<file path="src/rtl/serial_adder_ctrl_if.sv">
// rtl/serial_adder_ctrl_if.sv - start/done handshake and operand/result bundle for the serial adder
interface serial_adder_ctrl_if #(
  parameter int WIDTH = 8
);
  logic             start;
  logic             sub;
  logic [WIDTH-1:0] a;
  logic [WIDTH-1:0] b;
  logic             ready;
  logic             busy;
  logic             done;
  logic [WIDTH-1:0] sum;
  logic             cout;
  logic             ovf;

  modport master (
    output start, sub, a, b,
    input  ready, busy, done, sum, cout, ovf
  );

  modport slave (
    input  start, sub, a, b,
    output ready, busy, done, sum, cout, ovf
  );
endinterface

</file>
<file path="src/rtl/serial_adder_ctrl.sv">
// rtl/serial_adder_ctrl.sv - bit-serial add/subtract engine around one 1-bit full adder cell
module full_adder_bh (
  output logic s,
  output logic cout,
  input  logic a,
  input  logic b,
  input  logic cin
);
  // Plain 1-bit full adder.
  always_comb begin
    s    = a ^ b ^ cin;
    cout = (a & b) | (a & cin) | (b & cin);
  end
endmodule

module serial_adder_ctrl #(
  parameter int WIDTH = 8
) (
  input  logic                clk,
  input  logic                rst,
  serial_adder_ctrl_if.slave  bus
);
  localparam int CW = (WIDTH > 1) ? $clog2(WIDTH) : 1;
  localparam logic [CW-1:0] LAST = CW'(WIDTH - 1);

  typedef enum logic [1:0] {IDLE, RUN, DONE} state_t;

  state_t           state;
  state_t           next_state;
  logic [WIDTH-1:0] op_a;
  logic [WIDTH-1:0] op_b;
  logic [WIDTH-1:0] sum_reg;
  logic [CW-1:0]    count;
  logic             carry;
  logic             cout_reg;
  logic             ovf_reg;
  logic             cell_s;
  logic             cell_cout;

  full_adder_bh u_cell (
    .s    (cell_s),
    .cout (cell_cout),
    .a    (op_a[0]),
    .b    (op_b[0]),
    .cin  (carry)
  );

  // State register.
  always_ff @(posedge clk) begin
    if (rst) state <= IDLE;
    else     state <= next_state;
  end

  // Next-state: accept start only in IDLE, leave RUN after the MSB step, DONE lasts one cycle.
  always_comb begin
    next_state = state;
    case (state)
      IDLE:    if (bus.start) next_state = RUN;
      RUN:     if (count == LAST) next_state = DONE;
      DONE:    next_state = IDLE;
      default: next_state = IDLE;
    endcase
  end

  // Datapath: load operands on accept (inverted B plus carry-in for subtract), then one bit per RUN cycle.
  always_ff @(posedge clk) begin
    if (rst) begin
      op_a     <= '0;
      op_b     <= '0;
      sum_reg  <= '0;
      count    <= '0;
      carry    <= 1'b0;
      cout_reg <= 1'b0;
      ovf_reg  <= 1'b0;
    end else begin
      case (state)
        IDLE: begin
          if (bus.start) begin
            op_a  <= bus.a;
            op_b  <= bus.sub ? ~bus.b : bus.b;
            carry <= bus.sub;
            count <= '0;
          end
        end
        RUN: begin
          sum_reg <= {cell_s, sum_reg[WIDTH-1:1]};
          carry   <= cell_cout;
          op_a    <= op_a >> 1;
          op_b    <= op_b >> 1;
          if (count == LAST) begin
            // carry still holds the carry into the MSB at this point
            cout_reg <= cell_cout;
            ovf_reg  <= carry ^ cell_cout;
          end else begin
            count <= count + 1'b1;
          end
        end
        default: ;
      endcase
    end
  end

  assign bus.ready = (state == IDLE);
  assign bus.busy  = (state == RUN);
  assign bus.done  = (state == DONE);
  assign bus.sum   = sum_reg;
  assign bus.cout  = cout_reg;
  assign bus.ovf   = ovf_reg;
endmodule

</file>
<file path="src/flat_wrapper.sv">
// flat-port wrapper written by rule: the top's interface ports become plain ports
module serial_adder_ctrl_flat 
#(
  parameter int WIDTH = 8
)
  (clk, rst, bus_start, bus_sub, bus_a, bus_b, bus_ready, bus_busy, bus_done, bus_sum, bus_cout, bus_ovf);
  serial_adder_ctrl_if #(.WIDTH(WIDTH)) bus_i ();
  input  logic clk;
  input  logic rst;
  input wire logic [$bits(bus_i.start)-1:0] bus_start;
  input wire logic [$bits(bus_i.sub)-1:0] bus_sub;
  input wire logic [$bits(bus_i.a)-1:0] bus_a;
  input wire logic [$bits(bus_i.b)-1:0] bus_b;
  output wire logic [$bits(bus_i.ready)-1:0] bus_ready;
  output wire logic [$bits(bus_i.busy)-1:0] bus_busy;
  output wire logic [$bits(bus_i.done)-1:0] bus_done;
  output wire logic [$bits(bus_i.sum)-1:0] bus_sum;
  output wire logic [$bits(bus_i.cout)-1:0] bus_cout;
  output wire logic [$bits(bus_i.ovf)-1:0] bus_ovf;
  assign bus_i.start = bus_start;
  assign bus_i.sub = bus_sub;
  assign bus_i.a = bus_a;
  assign bus_i.b = bus_b;
  assign bus_ready = bus_i.ready;
  assign bus_busy = bus_i.busy;
  assign bus_done = bus_i.done;
  assign bus_sum = bus_i.sum;
  assign bus_cout = bus_i.cout;
  assign bus_ovf = bus_i.ovf;
  serial_adder_ctrl #(.WIDTH(WIDTH)) u_core (.clk(clk), .rst(rst), .bus(bus_i));
endmodule
</file>
<file path="config.mk">
export PLATFORM = sky130hd
export DESIGN_NAME = serial_adder_ctrl_flat
export DESIGN_NICKNAME = d
export VERILOG_FILES = /design/src/rtl/serial_adder_ctrl_if.sv /design/src/rtl/serial_adder_ctrl.sv /design/src/flat_wrapper.sv
export SDC_FILE = /design/constraint.sdc
export NUM_CORES = 1
export LEC_CHECK = 0
export BUFFER_PORTS_ARGS = -buffer_cell sky130_fd_sc_hd__buf_2
export CAP_MARGIN = 20
export CELL_PAD_IN_SITES_DETAIL_PLACEMENT = 1
export CELL_PAD_IN_SITES_GLOBAL_PLACEMENT = 2
export CORE_AREA = 2 2 72 74
export CTS_CLUSTER_SIZE = 20
export DETAILED_ROUTE_END_ITERATION = 16
export DIE_AREA = 0 0 74 76
export HOLD_SLACK_MARGIN = 0.12
export MAX_ROUTING_LAYER = met4
export PLACE_DENSITY = 0.79
export SYNTH_ARGS = -nofsm -noshare
export SYNTH_HDL_FRONTEND = slang
export SYNTH_SLANG_ARGS = --single-unit
</file>
<file path="constraint.sdc">
create_clock -name clk -period 1.4 [get_ports clk]
set_input_delay 0.21 -clock clk [delete_from_list [all_inputs] [get_ports clk]]
set_output_delay 0.21 -clock clk [all_outputs]
set_load 0.02 [all_outputs]
</file>
* Word-level counts from Yosys, hierarchy flattened
Index checks and enable logic that the tools add are counted.
Cells by class: bitwise logic cells 9, multiplexer cells 13, reductions and logical operators 6, $add $sub $neg 1, equality and inequality tests 6
Operator list (count):
- 8-bit case mux with 2 select lines | 2
- 8-bit 2-to-1 mux | 3
- 8-bit inverter | 1
- 3-bit 2-to-1 mux | 2
- 3-bit case mux with 2 select lines | 1
- 2-bit AND reduction | 3
- 2-bit 2-to-1 mux | 2
- 2-bit inequality test, second input constant | 2
- 2-bit case mux with 2 select lines | 1
- 3-bit by 1-bit adder with 3-bit output, second input constant | 1
- 1-bit bitwise AND | 3
- 3-bit == test, second input constant | 1
- 3-bit AND reduction | 1
- 1-bit XOR | 3
- 2-bit by 1-bit == test with 1-bit output, second input constant | 1
- 2-bit == test, second input constant | 1
- 2-bit logical NOT | 1
- 2-bit by 1-bit inequality test with 1-bit output, second input constant | 1
- 1-bit OR | 2
- 1-bit case mux with 2 select lines | 1
- 2-bit nonzero test | 1
- 1-bit 2-to-1 mux | 1
Word-level totals: bits in registers 32, output and inout bits 13

* Logic depth before layout (Yosys ltp)
depth in word-level cells 4, mapped depth 7

* Hierarchy
From an unflattened synthesis, not the netlist that was laid out.
Unflattened totals: cells, all modules 159, area, all modules 1437.6 µm²
By module, submodules not included:
- serial_adder_ctrl | area an instance 1417.6 µm², times used 1, seq. area each 640.6 µm², cells each 158
- full_adder_bh | area an instance 20.0 µm², times used 1, seq. area each 0.0 µm², cells each 1

* Worst setup path after synthesis
No wires, ideal clock.
path type reg2reg, start reg u_core.count[0], end reg u_core.count[1], data required time 1.273 ns, setup slack 0.126 ns, period minus slack after synthesis 1.274 ns, setup time 0.127 ns, arrival 1.147 ns, stages on the path, launching flop included 6, path through dfxtp_1 > ha_1 > ha_1 > nand2b_1 > a21oi_1 > o21ai_0
Between the ends: longest elaborated chain between the ends 3
RTL lines:
- start, declared | line serial_adder_ctrl.sv:33 | logic [CW-1:0] count;
- start signal, assigned | line serial_adder_ctrl.sv:95 | count <= count + 1'b1;
- 3-bit by 1-bit adder with 3-bit output / 3-bit == test (equally long branches) | line serial_adder_ctrl.sv:95, serial_adder_ctrl.sv:90
- 3-bit 2-to-1 mux / 2-bit inequality test (equally long branches)
- 3-bit case mux with 2 select lines / 3-bit AND reduction (equally long branches)
Several ways; a longest one is shown, not always the timed one. The select of a mux whose other input is x is not followed. A chain may end at the register's enable or synchronous reset.

* Worst setup path after layout
start reg u_core.state[1], end out bus_done
Between the ends: longest elaborated chain between the ends 1
RTL lines:
- start, declared | line serial_adder_ctrl.sv:28 | state_t state;
- start signal, assigned | line serial_adder_ctrl.sv:51 | else state <= next_state;
- 2-bit == test | line serial_adder_ctrl.sv:105 | assign bus.done = (state == DONE);
- end, declared | line flat_wrapper.sv:16 | output wire logic [$bits(bus_i.done)-1:0] bus_done;
Every way passes these cells.

==> results.cfg <==
[setup_path]
cp_max_fo = 5
crit_type = reg -> out
critPathCaptureType = output pin
startpoint_type = flop
path_cells = buf_4, nor2b_1, buf_2
reg2reg_depth = 3
critPathMaxStageDelay_ns = 0.39
critPathArrivalTime_ns = 1.11
worst_ep_required_time_ns = 1.19
slowest_stage = dfxtp_2

[sta]
period_needed_ns = 1.32
rsz0062_at_grt = no
worst_pin_slew_ns = 0.379
post-route-period-util = 0.945
fin_skew_ns = 0.00472
max-slew-margin-rel = 0.747
hold_violations = 0
timing.final.ws_setup_ns = 0.0768
slew_viol_final = 0
setup_violations = 0
fmax_ghz = 0.756

[clocking]
cts_hold_buffers = 0
clk_path_buf_depth = 2
cts_sinks = 32
cts_tree = built
clkTransAtPathRegs_ns = 0.07
clk_latency_ns = 0.28
cts_made_buffers = 5
root_buffer = clkbuf_8
post-cts-setup-buffers = 0
cts_max_level = 2

[routing]
firstDrtPassIters = 4
dr.first_iter.drc_count = 32
num_vias = 1187
post_drt_wl_per_cell_um = 12.7
vias_per_cell = 4.53
routed_wl_um = 3340
drc = 0
ant_nets = 0

[synthesis]
synth_top_family_by_area = compound AO/OA/AOI/OAI gates
yosys.cell_types.count = 32
yosysMostFrequentCell = dfxtp_1
yosys-top-cells-count = dfxtp_1 (32), nor2_1 (25), nand2_1 (19), a21oi_1 (11)
yosys_warnings = 0
synth_top_cell_area_share = 0.430
synth_edf_count = 0
syn_area_um2 = 1490
synthAdderAreaFrac = 0.0303
ys_seq_area_frac = 0.430
syn_inst = 157
synthTopCellsByArea = dfxtp_1 (43%), a2111oi_2 (7.1%), nor2_1 (6.3%), mux2i_1 (5.4%), nand2_1 (4.8%)
synth-compound-area-share = 0.198
synthFlopType = dfxtp_1
synthArstFlopShare = 0
post_synth_mux_area_share = 0.0538
syn_nets = 180
synthSimpleGateAreaFrac = 0.170
yosys.area.top_type = dfxtp_1
syn_avg_cell_area_um2 = 9.48
ys_seq_elements = 32
synth_xor_area_frac = 0.0529

[placement]
place_ws_ns = -0.0325
hpwl_um = 2500
portBuffers = 32
globalplace.congestion = 0.752

[power_and_ir_drop]
comb_power_share = 0.167
power_density_nw_per_um2 = 1120
p_leak_uw = 0.000732
p_sw_uw = 549
peakVddDrop_mv = 0.542
power_uw = 2080
power.share.clock = 0.349
internal_power_uw = 1530
p_sw_frac = 0.264
seq_power_share = 0.485

[layout]
fill_cells = 581
drive_gt1_frac = 0.328
fin_nets = 214
syn_to_final_growth_pct = 25.2
diodes = 0
seq_area_um2 = 643
multi_input_area_um2 = 787

[floorplan]
top_level_ports = 33
dieArea_um2 = 5620
die_w_um = 74
start_util = 0.303
core-area_um2 = 4910
num_rows = 26
dieHeight_um = 76

[job]
drv_cap = 0

[hold_path]
hold_path_depth = 3
min_path_type = in -> reg

[global_route]
grt_pass1_vias = 1240
grt_max_degree = 24
gr-total-overflow = 0
grt_pass1_wl_um = 5730
track_usage = 0.133
antenna_found_initial = 0

[outcome]
status = finished, final reports clean
[final timing paths]
check	end	slack (ns)	from
setup / recovery	bus_done	0.08	u_core.state[1]$_SDFFE_PP0P_
hold / removal	u_core.op_a[7]$_SDFFE_PP0P_	0.18	bus_a[7]
setup reg to reg	u_core.op_b[1]$_SDFFE_PP0P_	0.10	u_core.state[0]$_SDFFE_PP0P_
hold reg to reg	u_core.bus.sum[0]$_SDFFE_PP0N_	0.45	u_core.bus.sum[0]$_SDFFE_PP0N_
[layout by cell type (no fill, tap or decap), drive strengths merged]
cell and n:
mux2i 8, clkinv 1, xor2 1, o21ba 1
nand3 1, dfxtp 32, buf 39, clkbuf 8
a311oi 1, nor2 25, a21oi 11, nand2 19
nor2b 2, nor3b 1, a2111oi 7, o21ai 3
o31ai 1, nand2b 5, inv 2, o21bai 1
a211oi 8, nor3 1, nor4b 1, ha 2
fa 1, a22oi 2, xnor2 8
[what timing repair did]
item                       in CTS  in global routing
gates resized for setup         7                  7
setup endpoints to repair       4                  6
pin swaps                       0                  1
cloned                          0                  0
[routing by layer]
| layer | wire, um | track usage |
|---|---|---|
| met1 | 1640 | 0.166 |
| met2 | 1550 | 0.206 |
| met3 | 142 | 0.0450 |
| met4 | 6 | 0.0327 |
| met5 | 0 | - |
[critical path, delay by kind of cell, from the launching register on]
family	cells	cell delay (ns)
DFF	1	0.39
buffers and inverters	2	0.33
and+or+nand+nor	1	0.12
[area by class of cell]
class | instances | area share
Inverter | 3 | 0.00872
Sequential cell | 32 | 0.345
Timing Repair Buffer | 39 | 0.129
Clock buffer | 8 | 0.0483
Tap cell | 70 | 0.0470
Multi-Input combinational cell | 110 | 0.422
[cells by family after synthesis]
family	after synthesis
simple gates	55
buf+inv	15
flops	32
compound gates	35
xor+xnor	9
fa+ha+maj	3
mux	8
[power by group through the flow]
| stage | clock, uW | combinational, uW | sequential (uW) |
|---|---|---|---|
| after global placement | 0 | 327 | 1020 |
| after CTS | 756 | 351 | 1010 |
| final | 725 | 346 | 1010 |
| after detailed placement | 0 | 342 | 1030 |
| after global routing | 793 | 388 | 1020 |
| after floorplan | 0 | 251 | 1020 |
[per-stage QoR]
step / cells / hold WS (ns) / util / area (um^2) / TNS (ns)
after floorplan: 157 / 0.360 / - / 1490 / 0
after global placement: 254 / 0.442 / 0.352 / 1730 / 0
after detailed placement: 254 / 0.447 / 0.352 / 1730 / -0.0419
after CTS: 262 / 0.177 / 0.375 / 1840 / 0
after global routing: 262 / 0.200 / 0.380 / 1860 / 0
final: 262 / 0.185 / 0.380 / 1860 / 0
Note: power is estimated with default switching activity, not from simulation.
